## src/rtl/lz77_pkg.sv

```systemverilog
// Shared types and constants for the LZ77 stream controller.
package lz77_pkg;

    typedef enum logic [1:0] {
        IDLE,
        STREAM,
        FLUSH,
        FLUSH_WAIT
    } ctrl_state_t;

    localparam int ERR_ZERO_WORD = 0;
    localparam int ERR_TIMEOUT   = 1;

    // Token packs {distance, length, literal}.
    function automatic int tok_width(input int q_bits, input int la_bits);
        return (q_bits + 1) + (la_bits + 1) + 8;
    endfunction

endpackage

```

## src/rtl/lz77_stream_ctrl_if.sv

```systemverilog
// Upstream word stream and downstream token stream of the LZ77 controller.
interface lz77_stream_ctrl_if #(
    parameter int TOK_W = 27
);
    // Both streams: a beat transfers on a clock edge where valid & ready are
    // both high; valid never depends on ready, ready may depend on valid.
    logic [63:0]      in_data;
    logic             in_valid;
    logic             in_last;
    logic             in_ready;
    logic [TOK_W-1:0] tok_data;
    logic             tok_valid;
    logic             tok_ready;

    modport master (
        output in_data, in_valid, in_last, tok_ready,
        input  in_ready, tok_data, tok_valid
    );

    modport slave (
        input  in_data, in_valid, in_last, tok_ready,
        output in_ready, tok_data, tok_valid
    );

endinterface

```

## src/rtl/lz77_stream_ctrl_tok_fifo.sv

```systemverilog
// Show-ahead token FIFO; a push while full is taken only if a pop frees a slot.
module lz77_tok_fifo #(
    parameter int W     = 27,
    parameter int DEPTH = 16
) (
    input  logic                     clock,
    input  logic                     reset,
    input  logic                     push,
    input  logic [W-1:0]             push_data,
    input  logic                     pop,
    output logic [W-1:0]             head,
    output logic                     empty,
    output logic                     full,
    output logic                     accepted,
    output logic [$clog2(DEPTH):0]   count
);
    localparam int AW = $clog2(DEPTH);
    localparam int CW = AW + 1;

    logic [W-1:0]  mem_q [DEPTH];
    logic [AW-1:0] wr_q, wr_d, rd_q, rd_d;
    logic [CW-1:0] cnt_q, cnt_d;
    logic          pop_ok;

    assign empty    = (cnt_q == '0);
    assign full     = (cnt_q == CW'(DEPTH));
    assign pop_ok   = pop & ~empty;
    assign accepted = push & (~full | pop_ok);
    assign head     = mem_q[rd_q];
    assign count    = cnt_q;

    always_comb begin
        wr_d  = wr_q + AW'(accepted);
        rd_d  = rd_q + AW'(pop_ok);
        cnt_d = cnt_q + CW'(accepted) - CW'(pop_ok);
    end

    always_ff @(posedge clock) begin
        if (!reset) begin
            wr_q  <= '0;
            rd_q  <= '0;
            cnt_q <= '0;
        end else begin
            wr_q  <= wr_d;
            rd_q  <= rd_d;
            cnt_q <= cnt_d;
        end
    end

    always_ff @(posedge clock) begin
        if (accepted) mem_q[wr_q] <= push_data;
    end

endmodule

```

## src/rtl/lz77_stream_ctrl.sv

```systemverilog
// Sequences one LZ77 compressor: forwards words, flushes at frame end, buffers tokens.
// Define LZ77_CTRL_STATS_EN to add per-frame word/token statistics outputs.
module lz77_stream_ctrl
    import lz77_pkg::*;
#(
    parameter int Q_BITS        = 10,
    parameter int LA_BITS       = 7,
    parameter int FIFO_DEPTH    = 16,
    parameter int STALL_SLACK   = 3,
    parameter int FLUSH_TIMEOUT = 4095
) (
    input  logic                 clock,
    input  logic                 reset,
    lz77_stream_ctrl_if.slave    bus,
    output logic [63:0]          comp_bytes_in,
    output logic                 comp_bytes_in_valid,
    input  logic                 comp_buffer_ready,
    output logic                 comp_stall,
    input  logic [Q_BITS:0]      comp_distance,
    input  logic [LA_BITS:0]     comp_length,
    input  logic [7:0]           comp_literal,
    input  logic                 comp_output_valid,
    input  logic                 comp_dumping_finished,
    output logic                 frame_done,
    output logic [1:0]           err,
    output ctrl_state_t          state_dbg
`ifdef LZ77_CTRL_STATS_EN
    ,
    output logic [31:0]          stat_words,
    output logic [31:0]          stat_tokens,
    output logic [31:0]          stat_lit_tokens
`endif
);
    localparam int TOK_W = tok_width(Q_BITS, LA_BITS);
    localparam int CNT_W = $clog2(FIFO_DEPTH) + 1;
    localparam int TMR_W = $clog2(FLUSH_TIMEOUT + 1);

    ctrl_state_t       state_q, state_d;
    logic [TMR_W-1:0]  tmr_q, tmr_d;
    logic              done_q, done_d;
    logic [1:0]        err_q, err_d;
    logic              stall_q, stall_d;
    logic              xfer, in_ready_w;
    logic              fifo_empty, fifo_full, tok_push_ok, tok_pop;
    logic [CNT_W-1:0]  fifo_count, cnt_nxt;

    lz77_tok_fifo #(.W(TOK_W), .DEPTH(FIFO_DEPTH)) u_fifo (
        .clock     (clock),
        .reset     (reset),
        .push      (comp_output_valid),
        .push_data ({comp_distance, comp_length, comp_literal}),
        .pop       (bus.tok_ready),
        .head      (bus.tok_data),
        .empty     (fifo_empty),
        .full      (fifo_full),
        .accepted  (tok_push_ok),
        .count     (fifo_count)
    );

    assign bus.tok_valid = ~fifo_empty;
    assign tok_pop       = bus.tok_ready & ~fifo_empty;
    assign cnt_nxt       = fifo_count + CNT_W'(tok_push_ok) - CNT_W'(tok_pop);
    assign xfer          = (state_q == STREAM) & bus.in_valid & comp_buffer_ready;

    always_comb begin
        state_d             = state_q;
        tmr_d               = '0;
        done_d              = 1'b0;
        err_d               = err_q;
        in_ready_w          = 1'b0;
        comp_bytes_in_valid = 1'b0;
        comp_bytes_in       = '0;
        // Stall looks at the occupancy after this edge so it reacts without lag.
        stall_d             = (FIFO_DEPTH - int'(cnt_nxt)) < STALL_SLACK;
        case (state_q)
            IDLE: state_d = STREAM;
            STREAM: begin
                in_ready_w          = comp_buffer_ready;
                comp_bytes_in_valid = xfer;
                comp_bytes_in       = xfer ? bus.in_data : '0;
                if (xfer) begin
                    // All-zero is the compressor's flush marker, never legal data.
                    if (bus.in_data == '0) err_d[ERR_ZERO_WORD] = 1'b1;
                    if (bus.in_last) state_d = FLUSH;
                end
            end
            FLUSH: begin
                comp_bytes_in_valid = 1'b1;
                if (comp_buffer_ready) state_d = FLUSH_WAIT;
            end
            FLUSH_WAIT: begin
                tmr_d = tmr_q + TMR_W'(1);
                if (comp_dumping_finished) begin
                    done_d  = 1'b1;
                    state_d = IDLE;
                end else if (tmr_q == TMR_W'(FLUSH_TIMEOUT)) begin
                    done_d              = 1'b1;
                    err_d[ERR_TIMEOUT]  = 1'b1;
                    state_d             = IDLE;
                end
            end
            default: state_d = IDLE;
        endcase
    end

    always_ff @(posedge clock) begin
        if (!reset) begin
            state_q <= IDLE;
            tmr_q   <= '0;
            done_q  <= 1'b0;
            err_q   <= '0;
            stall_q <= 1'b0;
        end else begin
            state_q <= state_d;
            tmr_q   <= tmr_d;
            done_q  <= done_d;
            err_q   <= err_d;
            stall_q <= stall_d;
        end
    end

    assign bus.in_ready = in_ready_w;
    assign comp_stall   = stall_q;
    assign frame_done   = done_q;
    assign err          = err_q;
    assign state_dbg    = state_q;

`ifdef LZ77_CTRL_STATS_EN
    logic [31:0] words_q, words_d, toks_q, toks_d, lits_q, lits_d;

    function automatic logic [31:0] sat_inc(input logic [31:0] v, input logic en);
        return (en && v != '1) ? v + 32'd1 : v;
    endfunction

    always_comb begin
        words_d = done_q ? '0 : sat_inc(words_q, xfer);
        toks_d  = done_q ? '0 : sat_inc(toks_q, tok_push_ok);
        lits_d  = done_q ? '0 : sat_inc(lits_q, tok_push_ok & (comp_length == (LA_BITS+1)'(1)));
    end

    always_ff @(posedge clock) begin
        if (!reset) begin
            words_q <= '0;
            toks_q  <= '0;
            lits_q  <= '0;
        end else begin
            words_q <= words_d;
            toks_q  <= toks_d;
            lits_q  <= lits_d;
        end
    end

    assign stat_words      = words_q;
    assign stat_tokens     = toks_q;
    assign stat_lit_tokens = lits_q;
`endif

endmodule

```

## src/flat_wrapper.sv

```systemverilog
// flat-port wrapper written by rule: the top's interface ports become plain ports
module lz77_stream_ctrl_flat import lz77_pkg::*;
#(
    parameter int Q_BITS        = 10,
    parameter int LA_BITS       = 7,
    parameter int FIFO_DEPTH    = 16,
    parameter int STALL_SLACK   = 3,
    parameter int FLUSH_TIMEOUT = 4095
)
  (clock, reset, comp_bytes_in, comp_bytes_in_valid, comp_buffer_ready, comp_stall, comp_distance, comp_length, comp_literal, comp_output_valid, comp_dumping_finished, frame_done, err, state_dbg, bus_in_data, bus_in_valid, bus_in_last, bus_tok_ready, bus_in_ready, bus_tok_data, bus_tok_valid);
  lz77_stream_ctrl_if #(.TOK_W((Q_BITS + LA_BITS + 10))) bus_i ();
  input  logic clock;
  input  logic reset;
  output logic [63:0] comp_bytes_in;
  output logic comp_bytes_in_valid;
  input  logic comp_buffer_ready;
  output logic comp_stall;
  input  logic [Q_BITS:0] comp_distance;
  input  logic [LA_BITS:0] comp_length;
  input  logic [7:0] comp_literal;
  input  logic comp_output_valid;
  input  logic comp_dumping_finished;
  output logic frame_done;
  output logic [1:0] err;
  output ctrl_state_t state_dbg;
  input wire logic [$bits(bus_i.in_data)-1:0] bus_in_data;
  input wire logic [$bits(bus_i.in_valid)-1:0] bus_in_valid;
  input wire logic [$bits(bus_i.in_last)-1:0] bus_in_last;
  input wire logic [$bits(bus_i.tok_ready)-1:0] bus_tok_ready;
  output wire logic [$bits(bus_i.in_ready)-1:0] bus_in_ready;
  output wire logic [$bits(bus_i.tok_data)-1:0] bus_tok_data;
  output wire logic [$bits(bus_i.tok_valid)-1:0] bus_tok_valid;
  assign bus_i.in_data = bus_in_data;
  assign bus_i.in_valid = bus_in_valid;
  assign bus_i.in_last = bus_in_last;
  assign bus_i.tok_ready = bus_tok_ready;
  assign bus_in_ready = bus_i.in_ready;
  assign bus_tok_data = bus_i.tok_data;
  assign bus_tok_valid = bus_i.tok_valid;
  lz77_stream_ctrl #(.Q_BITS(Q_BITS), .LA_BITS(LA_BITS), .FIFO_DEPTH(FIFO_DEPTH), .STALL_SLACK(STALL_SLACK), .FLUSH_TIMEOUT(FLUSH_TIMEOUT)) u_core (.clock(clock), .reset(reset), .bus(bus_i), .comp_bytes_in(comp_bytes_in), .comp_bytes_in_valid(comp_bytes_in_valid), .comp_buffer_ready(comp_buffer_ready), .comp_stall(comp_stall), .comp_distance(comp_distance), .comp_length(comp_length), .comp_literal(comp_literal), .comp_output_valid(comp_output_valid), .comp_dumping_finished(comp_dumping_finished), .frame_done(frame_done), .err(err), .state_dbg(state_dbg));
endmodule
```

## config.mk

```make
export PLATFORM = sky130hd
export DESIGN_NAME = lz77_stream_ctrl_flat
export DESIGN_NICKNAME = d
export VERILOG_FILES = /design/src/rtl/lz77_pkg.sv /design/src/rtl/lz77_stream_ctrl_if.sv /design/src/rtl/lz77_stream_ctrl_tok_fifo.sv /design/src/rtl/lz77_stream_ctrl.sv /design/src/flat_wrapper.sv
export SDC_FILE = /design/constraint.sdc
export NUM_CORES = 1
export LEC_CHECK = 0
export ABC_AREA = 1
export CAP_MARGIN = 20
export CORE_MARGIN = 1.5
export CORE_UTILIZATION = 57
export DETAILED_ROUTE_END_ITERATION = 10
export GPL_TIMING_DRIVEN = 0
export PLACE_DENSITY = 0.88
export SETUP_SLACK_MARGIN = 0.2
export SYNTH_ARGS = -nofsm -noshare
export SYNTH_HDL_FRONTEND = slang
export SYNTH_SLANG_ARGS = --single-unit
```

## constraint.sdc

```tcl
create_clock -name clock -period 3.45 [get_ports clock]
set_clock_uncertainty 0.05 [all_clocks]
set_input_delay 0.69 -clock clock [delete_from_list [all_inputs] [get_ports clock]]
set_output_delay 0.69 -clock clock [all_outputs]
set_load 0.1 [all_outputs]
```

==> insert_results.sql <==
INSERT INTO impl_metrics (metric_group, metric, value, unit) VALUES
('yosys', 'yosys_most_used_dff', 'sky130_fd_sc_hd__edfxtp_1', ''),
('worst_setup_path', 'worstPathRequired', '2710', 'ps'),
('yosys', 'mappedNetlistNets', '1886', ''),
('timing', 'finalMaxSlewViolations', '0', ''),
('clock_tree', 'cts-hold-fix-buffers', '0', ''),
('clock_tree', 'cts_htree_levels', '2', ''),
('power', 'sw_ratio', '40.36', '%'),
('route', 'detail_route.wl_per_cell', '25.48', 'um'),
('global_route', 'grt.total_usage', '35.34', '%'),
('yosys', 'syn-instance-count', '1771', ''),
('route', 'route.final.wire_length', '64260', 'um'),
('clock_tree', 'clock_insertion_delay_worst_skew', '550', 'ps'),
('worst_setup_path', 'cp_data_arrival_time', '2530', 'ps'),
('timing', 'hold_slack', '408.9', 'ps'),
('timing', 'final.min_clock_period', '3268', 'ps'),
('hold_path', 'hold_path.class', 'flip-flop to flip-flop', ''),
('route', 'via_per_inst', '6.186', ''),
('final_layout', 'layout.core_utilization', '71.81', '%'),
('yosys', 'ys_warn_count', '0', ''),
('worst_setup_path', 'worst_setup_path_class', 'flip-flop to output pin', ''),
('global_route', 'grt_start_max_net_pins', '25', ''),
('final_layout', 'fill_cells', '2157', ''),
('yosys', 'post-synth-top-count-cell', 'sky130_fd_sc_hd__edfxtp_1', ''),
('final_layout', 'layout.cell_area.non_filler', '24810', 'um^2'),
('power', 'ir_drop', '0.5907', 'mV'),
('power', 'clkPwrFrac', '26.3', '%'),
('power', 'total_power', '17.95', 'mW'),
('placed_design', 'placement.cell_area', '23560', 'um^2'),
('yosys', 'synth_edf_count', '432', ''),
('clock_tree', 'clock_tree_root', 'sky130_fd_sc_hd__clkbuf_16', ''),
('yosys', 'ys_ff_latch', '463', ''),
('timing', 'timing.final.setup_violations', '0', ''),
('global_route', 'antenna_found_initial', '1', ''),
('placed_design', 'hpwl_dp', '41020', 'um'),
('placed_design', 'port_buffers', '198', ''),
('placed_design', 'finalWeightedCongestion', '0.9896', ''),
('route', 'detail_route.first_pass.iterations', '6', ''),
('final_layout', 'layout-drive-gt1-share', '16.89', '%'),
('power', 'powerDensity', '723.8', 'nW/um^2'),
('floorplan', 'standard_cell_row_count', '68', ''),
('yosys', 'synthTopCellsByCount', 'sky130_fd_sc_hd__edfxtp_1 (432), sky130_fd_sc_hd__inv_1 (319), sky130_fd_sc_hd__nand2_1 (187)', ''),
('worst_setup_path', 'endpoint_kind', 'output pin', ''),
('yosys', 'synth.cell_area', '19970', 'um^2'),
('clock_tree', 'cts.sink_count', '463', ''),
('final_layout', 'nNetsFinal', '2148', ''),
('timing', 'final.setup.tns', '0', 'ps'),
('timing', 'grt_setup_unrepaired', 'false', ''),
('clock_tree', 'cts_buffers', '46', ''),
('route', 'drt_iter0_markers', '2668', ''),
('clock_tree', 'cts.reportedPaths.clkPinSlew', '60', 'ps'),
('yosys', 'fraction_of_synthesized_cell_area_taken_by_the_top_area_cell_type', '64.95', '%'),
('yosys', 'yosys-top-cells-area', 'sky130_fd_sc_hd__edfxtp_1 (65%), sky130_fd_sc_hd__inv_1 (6.0%), sky130_fd_sc_hd__nand3_1 (4.5%), sky130_fd_sc_hd__o211ai_1 (3.8%), sky130_fd_sc_hd__nand2_1 (3.5%)', ''),
('power', 'p_seq_share', '35.6', '%'),
('yosys', 'synthesized_area_divided_by_synthesized_cell_count', '11.28', 'um^2'),
('floorplan', 'area_enclosed_by_the_die_boundary', '36170', 'um^2'),
('floorplan', 'fp.dieW', '190.2', 'um'),
('timing', 'final.setup.worst_slack', '181.9', 'ps'),
('power', 'total_switching_power', '7.246', 'mW'),
('timing', 'transition_time_at_the_pin_with_the_least_slew_margin', '1034', 'ps'),
('timing', 'maxClockFrequency', '306.0', 'MHz'),
('status', 'status', 'finished clean', ''),
('placed_design', 'setup_slack_placement', '-589.9', 'ps'),
('timing', 'timing_hold_violations_final', '0', ''),
('clock_tree', 'tritoncts', 'yes', ''),
('route', 'remaining_drc_errors', '0', ''),
('global_route', 'grt_first_pass_wirelength', '93150', 'um'),
('worst_setup_path', 'worst_setup_path_start_kind', 'flip-flop', ''),
('floorplan', 'die_y', '190.2', 'um'),
('final_layout', 'multi_input_logic_area', '5121', 'um^2'),
('placed_design', 'place_inst', '2440', ''),
('power', 'power_frac_comb', '38.1', '%');
-- critical path: stages (launching register included) --
cell,delay [ps]
sky130_fd_sc_hd__dfxtp_1,300
sky130_fd_sc_hd__buf_2,250
sky130_fd_sc_hd__inv_1,140
sky130_fd_sc_hd__buf_2,360
sky130_fd_sc_hd__buf_4,360
sky130_fd_sc_hd__nand3_1,150
sky130_fd_sc_hd__nand2_1,100
sky130_fd_sc_hd__buf_4,290
-- kinds of logic (layout without fill, tap and decap cells) --
kind of cell	Yosys count	in the layout	share of synthesized area [%]
simple gates	520	520	11.01
flops	463	463	68.06
buf+inv	417	712	9.284
compound gates	350	350	10.39
fa+ha+maj	16	16	1.040
xor+xnor	5	5	0.2193
other cells	0	1	0
-- power groups by stage --
stage,logic [mW],registers [mW],clock network (mW)
6_report,6.83,6.39,4.73
5_1_grt,7.03,6.41,4.90
2_1_floorplan,4.40,6.60,0
3_5_place_dp,6.53,6.51,0
4_1_cts,6.56,6.39,4.69
3_3_place_gp,6.26,6.50,0
-- state kept, by name, indices dropped and copies added (netlist names), 2 cells and up --
name / flops
u_core.state_dbg: 2
u_core.u_fifo.rd_q: 4
u_core.tmr_q: 12
u_core.u_fifo.mem_q: 432
u_core.u_fifo.wr_q: 4
u_core.u_fifo.count: 5
u_core.err: 2
-- layer usage --
metal	track usage [%]	share of wire, %	wire (um)	vias up
met5	0	0	0	-
met4	17.93	5.1	3308	0
met3	9.020	14	8821	296
met2	56.41	47	30310	1431
met1	45.02	34	21820	7281
li1	-	-	-	6592
-- final timing paths --
path / to / depth (start not counted) / slack (ps) / from
max reg2reg: u_core.comp_stall / 15 / 430 / u_core.u_fifo.count[2]
min: u_core.tmr_q[0] / 1 / 410 / u_core.tmr_q[0]
min reg2reg: u_core.tmr_q[0] / 1 / 410 / u_core.tmr_q[0]
max: bus_tok_data[18] / 7 / 180 / u_core.u_fifo.rd_q[3]
-- area by class of cell --
cell class                 instances  share of cell area, %
antenna                            1                0.01009
timing repair buffer             214                  8.802
inverter                         320                  4.857
sequential                       463                  54.82
buffer                            97                  3.031
tap                              455                  2.295
multi-input combinational        891                  20.64
clock inverter                    18                 0.6456
clock buffer                      63                  4.898
-- repair_timing --
item / in CTS / in global routing
resized for setup: 511 / 68
setup endpoints to repair: 94 / 78
buffers inserted: 0 / 0
-- placed cells by master (no fill, tap or decap), drive strengths merged --
| cell | count |
|---|---|
| inv | 320 |
| clkdlybuf4s15 | 5 |
| xor2 | 2 |
| xnor2 | 3 |
| edfxtp | 432 |
| o211ai | 108 |
| nand3 | 178 |
| bufinv | 2 |
| a21oi | 122 |
| or2 | 2 |
| nand4 | 2 |
| a31oi | 1 |
| o21ai | 115 |
| buf | 166 |
| o21a | 1 |
| ha | 15 |
| nor3b | 1 |
| clkinvlp | 1 |
| o31ai | 1 |
| nor4 | 1 |
| clkinv | 15 |
| diode | 1 |
| a21boi | 2 |
| nor3 | 6 |
| nand2 | 187 |
| clkdlybuf4s50 | 104 |
| nor2 | 143 |
| fa | 1 |
| clkbuf | 97 |
| dlygate4sd2 | 2 |
| dfxtp | 31 |
No activity file was read; power rests on OpenSTA's default activity.
